**src/rtl/lcd_segment_scanner.sv**
```systemverilog
// LCD segment scanner: steps lcd_h through the four H rows, samples the segment cache
// at each row and hands assembled 128-bit frames to the renderer over valid/ready,
// with one pending slot to absorb renderer stalls.
module lcd_segment_scanner #(
  parameter int unsigned SCAN_DIV      = 16,
  parameter int unsigned SETTLE_CYCLES = 1
) (
  input  logic         clk,
  input  logic         reset_n,
  input  logic         enable,
  input  logic         lcd_blank,
  output logic [1:0]   lcd_h,
  input  logic [15:0]  segment_a,
  input  logic [15:0]  segment_b,
  output logic [127:0] frame_data,
  output logic         frame_valid,
  input  logic         frame_ready,
  output logic [7:0]   drop_count
);

  localparam int unsigned DivW = (SCAN_DIV > 2) ? $clog2(SCAN_DIV) : 1;

  logic [DivW-1:0] r_div;
  logic [1:0]      r_lcd_h;
  logic            r_restart;
  logic [127:0]    r_shadow;
  logic            r_done;
  logic [127:0]    r_pend;
  logic            r_pend_full;
  logic [127:0]    r_data;
  logic            r_valid;
  logic [7:0]      r_drop;

  logic            w_wrap;
  logic            w_sample;
  logic            w_out_free;
  logic [15:0]     w_row_a;
  logic [15:0]     w_row_b;

  assign w_wrap     = (r_div == DivW'(SCAN_DIV - 1));
  // The first enabled edge after an abort only re-homes the scan; no sample on it.
  assign w_sample   = enable && !r_restart && (r_div == DivW'(SETTLE_CYCLES));
  assign w_out_free = !r_valid || frame_ready;
  assign w_row_a    = segment_a & {16{~lcd_blank}};
  assign w_row_b    = segment_b & {16{~lcd_blank}};

  // Row divider and H select; an enable drop mid-scan arms a restart from H=0.
  always_ff @(posedge clk or negedge reset_n) begin
    if (!reset_n) begin
      r_div     <= '0;
      r_lcd_h   <= 2'd0;
      r_restart <= 1'b0;
    end else if (enable) begin
      if (r_restart) begin
        r_div     <= '0;
        r_lcd_h   <= 2'd0;
        r_restart <= 1'b0;
      end else if (w_wrap) begin
        r_div   <= '0;
        r_lcd_h <= r_lcd_h + 2'd1;
      end else begin
        r_div <= r_div + 1'b1;
      end
    end else if ((r_div != '0) || (r_lcd_h != 2'd0)) begin
      r_restart <= 1'b1;
    end
  end

  // Shadow frame capture; done pulses for one cycle after the H=3 sample.
  always_ff @(posedge clk or negedge reset_n) begin
    if (!reset_n) begin
      r_shadow <= '0;
      r_done   <= 1'b0;
    end else begin
      r_done <= w_sample && (r_lcd_h == 2'd3);
      if (enable && r_restart) begin
        r_shadow <= '0;
      end else if (w_sample) begin
        r_shadow[{r_lcd_h, 5'd0} +: 16]        <= w_row_a;
        r_shadow[{r_lcd_h, 5'd0} + 7'd16 +: 16] <= w_row_b;
      end
    end
  end

  // Output and pending slots: commit the shadow on done, otherwise drain on handshake.
  always_ff @(posedge clk or negedge reset_n) begin
    if (!reset_n) begin
      r_pend      <= '0;
      r_pend_full <= 1'b0;
      r_data      <= '0;
      r_valid     <= 1'b0;
      r_drop      <= 8'd0;
    end else if (r_done) begin
      if (w_out_free) begin
        r_valid <= 1'b1;
        if (r_pend_full) begin
          r_data <= r_pend;
          r_pend <= r_shadow;
        end else begin
          r_data <= r_shadow;
        end
      end else begin
        r_pend      <= r_shadow;
        r_pend_full <= 1'b1;
        if (r_pend_full && (r_drop != 8'hFF)) begin
          r_drop <= r_drop + 8'd1;
        end
      end
    end else if (r_valid && frame_ready) begin
      if (r_pend_full) begin
        r_data      <= r_pend;
        r_pend_full <= 1'b0;
      end else begin
        r_valid <= 1'b0;
      end
    end
  end

  assign lcd_h       = r_lcd_h;
  assign frame_data  = r_data;
  assign frame_valid = r_valid;
  assign drop_count  = r_drop;

endmodule
```
**config.mk**
```make
export PLATFORM = sky130hd
export DESIGN_NAME = lcd_segment_scanner
export DESIGN_NICKNAME = d
export VERILOG_FILES = /design/src/rtl/lcd_segment_scanner.sv
export SDC_FILE = /design/constraint.sdc
export NUM_CORES = 1
export LEC_CHECK = 0
export ABC_AREA = 1
export CORE_UTILIZATION = 55
export DETAILED_ROUTE_END_ITERATION = 10
export GPL_ROUTABILITY_DRIVEN = 1
export PLACE_DENSITY = 0.78
export SLEW_MARGIN = 5
export SYNTH_ARGS = -nofsm -noshare
export SYNTH_HDL_FRONTEND = slang
export SYNTH_SLANG_ARGS = --single-unit
```
**constraint.sdc**
```tcl
create_clock -name clk -period 5.4 [get_ports clk]
set_input_delay 1.62 -clock clk [delete_from_list [all_inputs] [get_ports clk]]
set_output_delay 1.62 -clock clk [all_outputs]
set_load 0.005 [all_outputs]
```
==> results list <==
* Hold worst-path end: frame_data[78]$_DFFE_PN0P_
- Cell with the largest stage delay on the worst path: nand2_4
* Net switching power of the design: 0.00184 W
- Entering global routing, the biggest net connects 143 pins.
- Post-Synthesis Net Count: between 2000 and 2500
* Buffer cell driving the clock tree root: clkbuf_16
- Of the total power, registers draw 48.2%.
- In the global route stage, overall resource usage came out at 30.5%.
- In this run the critical register-to-register path is captured at r_shadow[16]$_DFFE_PN0P_.
- Unrepaired setup endpoints after global routing: false
* Worst slew pin tran: 1.07 ns
* Number of hold-slack violations in the final timing report: 0
- Number of standard-cell rows in the floorplan: 65
* CTS Buffer Depth: 3
- Vertical die dimension: 182 um
* Final routed DRC violation total: 0
- The tightest min-delay check is of the flip-flop to flip-flop type.
- The max-slew violation count came to 0.
- Router iterations before antenna repair: 6
- The number of global-route vias before repair is roughly 14000.
- Core Area: roughly 0.032 mm^2
- Run status: complete, no violations
* Total clock buffers created by CTS: 43
* Reg-to-reg setup timing slack: approximately 1.8 ns
- Worst slew margin: 28.5%
* Number of enable-type register cells in the synthesized netlist: 0
* Required arrival time at the worst endpoint: a little under 6 ns
* CTS Sinks: 402
- Delay of the slowest cell on the worst path: 0.67 ns
- Dividing total power by cell area gives a power density of 332 mW/mm^2.
* Post-Synthesis Cell Area: 0.0178 mm^2
- Summing all non-filler instances in the final layout gives an area of 0.0211 mm^2.
- The clock network is responsible for 41.6% of the overall power.
* Remaining global-route overflow: 0
- Overall routed net length: 49.2 mm
- Async set-or-reset flop fraction in the synthesized netlist: between 90% and 100%
- Synthesis produced 2181 cells.
- Hold-fix buffers at CTS: 0
- After the last flow step, the layout net total stands at 2324.
* Maximum fanout count along the critical path: 65
- Critical hold path startpoint: frame_data[78]$_DFFE_PN0P_
- Counting stages on the worst path, the most repeated cell is nand2_1.
- Fin Clk Skew: between 0.02 and 0.025 ns
- TritonCTS built the clock tree.
- The startpoint identified for the worst register-to-register timing path is lcd_h[0]$_DFFE_PN0P_.
- After detailed routing, the average wire length per cell comes to 18.1 um.
- In this run, synthesis produced a sequential element count of 402.
* Element type at the critical path end: flip-flop
- Setup CP Type: primary input to flip-flop
- Internal Power: slightly above 0.005 W
- Area post-placement: a little under 0.02 mm^2
- Global-route wire length before repair: 79.4 mm
- Critical path's top delay family: simple AND/OR/NAND/NOR gates
- Number of input and output port buffers inserted: about 180
* Maximum VDD drop: 0.209 mV
* Crit path launch type: primary input
- In this run, placement finished with an instance count of 2635.
- Along the worst hold path, the cell count comes to 2.
- The area growth from synthesis to layout is 18.3%.
- The analysis attributes to cell leakage a power of 10.5 nW.
* Buffers & Inverters on Critical Path: 2
- In this run switching power makes up 26.2% of total power.
- For this configuration, the core starts out at a cell density of 56.3%.
* Die footprint: 0.0332 mm^2
- Shortest period the worst path allows: 3.86 ns
- The finished layout holds between 2000 and 3000 standard cells, fillers aside.
* CP cell instances: clkdlybuf4s50_1, nand2_4, buf_4, nand2_2, nand2_1, nand2_1
- Once detailed placement completed, the half-perimeter wirelength came to 33.2 mm.
- Dividing the detail-routed via count by the number of cells gives approximately 5.6.
- Clock latency on the worst-skew pair: 0.55 ns
- Reg2reg path depth: 7
- Post-CTS Setup Inserts: 0
* Width of the die: roughly 180 um
- Across all layers, the routed design uses 15294 vias.
- The detailed router finished its first iteration with roughly 1400 violations.
- The Yosys step of the flow raised 0 warnings.
- Clock slew at the register clock pins of the worst setup and hold paths: 0.06 ns
- Cts repair resizes: 0
- The H-tree was split into 2 levels.
- The number of antenna violations at the first check in global routing is 0.
- Portion of the clock cycle consumed by the worst path in the final layout: a little under three quarters
* Max cap viols: 0
* Diode count: 0
- Maximum clock rate: 259 MHz
- In the final layout, the share of cells above drive strength 1 is 4.81%.
- The detail route stage leaves a number of antenna-violating nets equal to 0.
* Comb power frac: between 10% and 20%
- Setup violations, final: 0
- Most used DFF post-synth: dfrtp_1
- around 180 I/O pins were placed.
- The share of the Yosys chip area taken by registers is 56.4%.
- The congestion estimate from routability-driven global placement came to a little under 1.
- Total Neg Setup Slack: 0 ns
- The average instance in the mapped netlist occupies 8.18 um^2.
* CP arrival: approximately 4.3 ns
- Yosys mapped the design onto 24 distinct sky130hd cell types.
## cell usage in the layout (no fill, tap or decap), drive strengths merged
| master | count |
|---|---|
| ha | 9 |
| clkdlybuf4s50 | 174 |
| clkbuf | 68 |
| clkinv | 7 |
| a41oi | 1 |
| nand4 | 26 |
| nor3 | 1 |
| nand2 | 688 |
| and3 | 1 |
| xnor2 | 3 |
| dfrtp | 402 |
| a21oi | 1 |
| bufinv | 1 |
| nand3 | 204 |
| inv | 165 |
| buf | 24 |
| o21ai | 393 |
| nor2 | 142 |
## worst min-delay path: stages (launching register included)
cell and delay (ns):
dfrtp_1 0.33, nand2_1 0.05, o21ai_0 0.06
## power by group through the flow
stage               clock network [W]  logic, W  registers, W
floorplan                           0  0.000356       0.00335
global placement                    0  0.000701       0.00342
detailed placement                  0  0.000709       0.00343
CTS                           0.00295  0.000713       0.00338
global route                  0.00307  0.000790       0.00340
finish                        0.00292  0.000714       0.00338
## stage by stage
step                      worst slack, ns  hold WS, ns  utilization, %  power (W)
after floorplan                      2.80        0.470               -    0.00370
final                                1.54        0.477            66.6    0.00702
after global routing                 1.34        0.499            66.6    0.00726
after global placement               1.05        0.463            62.2    0.00412
after detailed placement             1.02        0.472            62.2    0.00414
after CTS                            1.59        0.487            66.6    0.00704
## layer usage
layer  vias to the layer above  GRT usage [%]  wire length [um]
li1                       7179              -                 -
met1                      7326           43.9             21200
met2                       663           45.6             21700
met3                       126           5.57              4070
met4                         0           12.8              2170
met5                         -              0                 0
## final cells by class
type / instances / area [um^2]
inverters: 164 / 616
repair buffers: 198 / 2000
multi-input cells: 1469 / 6540
flip-flops and latches: 402 / 10100
clock inverters: 9 / 88.8
fillers: 2580 / 10600
clock buffers: 68 / 1310
well taps: 402 / 503
## sequential cells by signal (all words and copies together), names as in the netlist
| register | flops |
|---|---|
| drop_count | 8 |
| frame_data | 128 |
| frame_valid | 1 |
| lcd_h | 2 |
| r_div | 4 |
| r_done | 1 |
| r_pend | 128 |
| r_pend_full | 1 |
| r_restart | 1 |
| r_shadow | 128 |
## synthesized netlist by cell type (4+ instances only)
cell type	n	area, um^2
buf_1	6	22.5
buf_2	73	365
buf_4	6	45.0
clkbuf_1	61	229
dfrtp_1	402	10100
ha_1	9	113
inv_1	162	608
nand2_1	679	2550
nand2_2	9	56.3
nand3_1	202	1010
nand4_1	23	144
nor2_1	138	518
nor2_4	4	45.0
o21ai_0	366	1830
o21ai_1	27	135
## logic make-up (layout without fill, tap and decap cells)
logic type	count (synthesis)	after routing	share of synthesized area, %
flip-flops	402	402	56.4
AND/OR/NAND/NOR	1062	1062	24.6
XOR/XNOR	3	3	0.147
buffers and inverters	310	439	7.16
AO/OA/AOI/OAI	395	395	11.1
adder cells (fa/ha/maj)	9	9	0.631
## worst max-delay path by stage
| stage | from | end | slack [ns] | depth (start not counted) |
|---|---|---|---|---|
| 2_1_floorplan | enable | r_shadow[86]$_DFFE_PN0P_ | 2.80 | 9 |
| 3_3_place_gp | enable | r_shadow[90]$_DFFE_PN0P_ | 1.05 | 8 |
| 3_5_place_dp | enable | r_shadow[90]$_DFFE_PN0P_ | 1.02 | 8 |
| 4_1_cts | enable | r_shadow[90]$_DFFE_PN0P_ | 1.59 | 8 |
| 5_1_grt | enable | r_shadow[91]$_DFFE_PN0P_ | 1.34 | 8 |
| 6_report | enable | r_shadow[66]$_DFFE_PN0P_ | 1.54 | 6 |
Power figures use the tool's default switching activity.
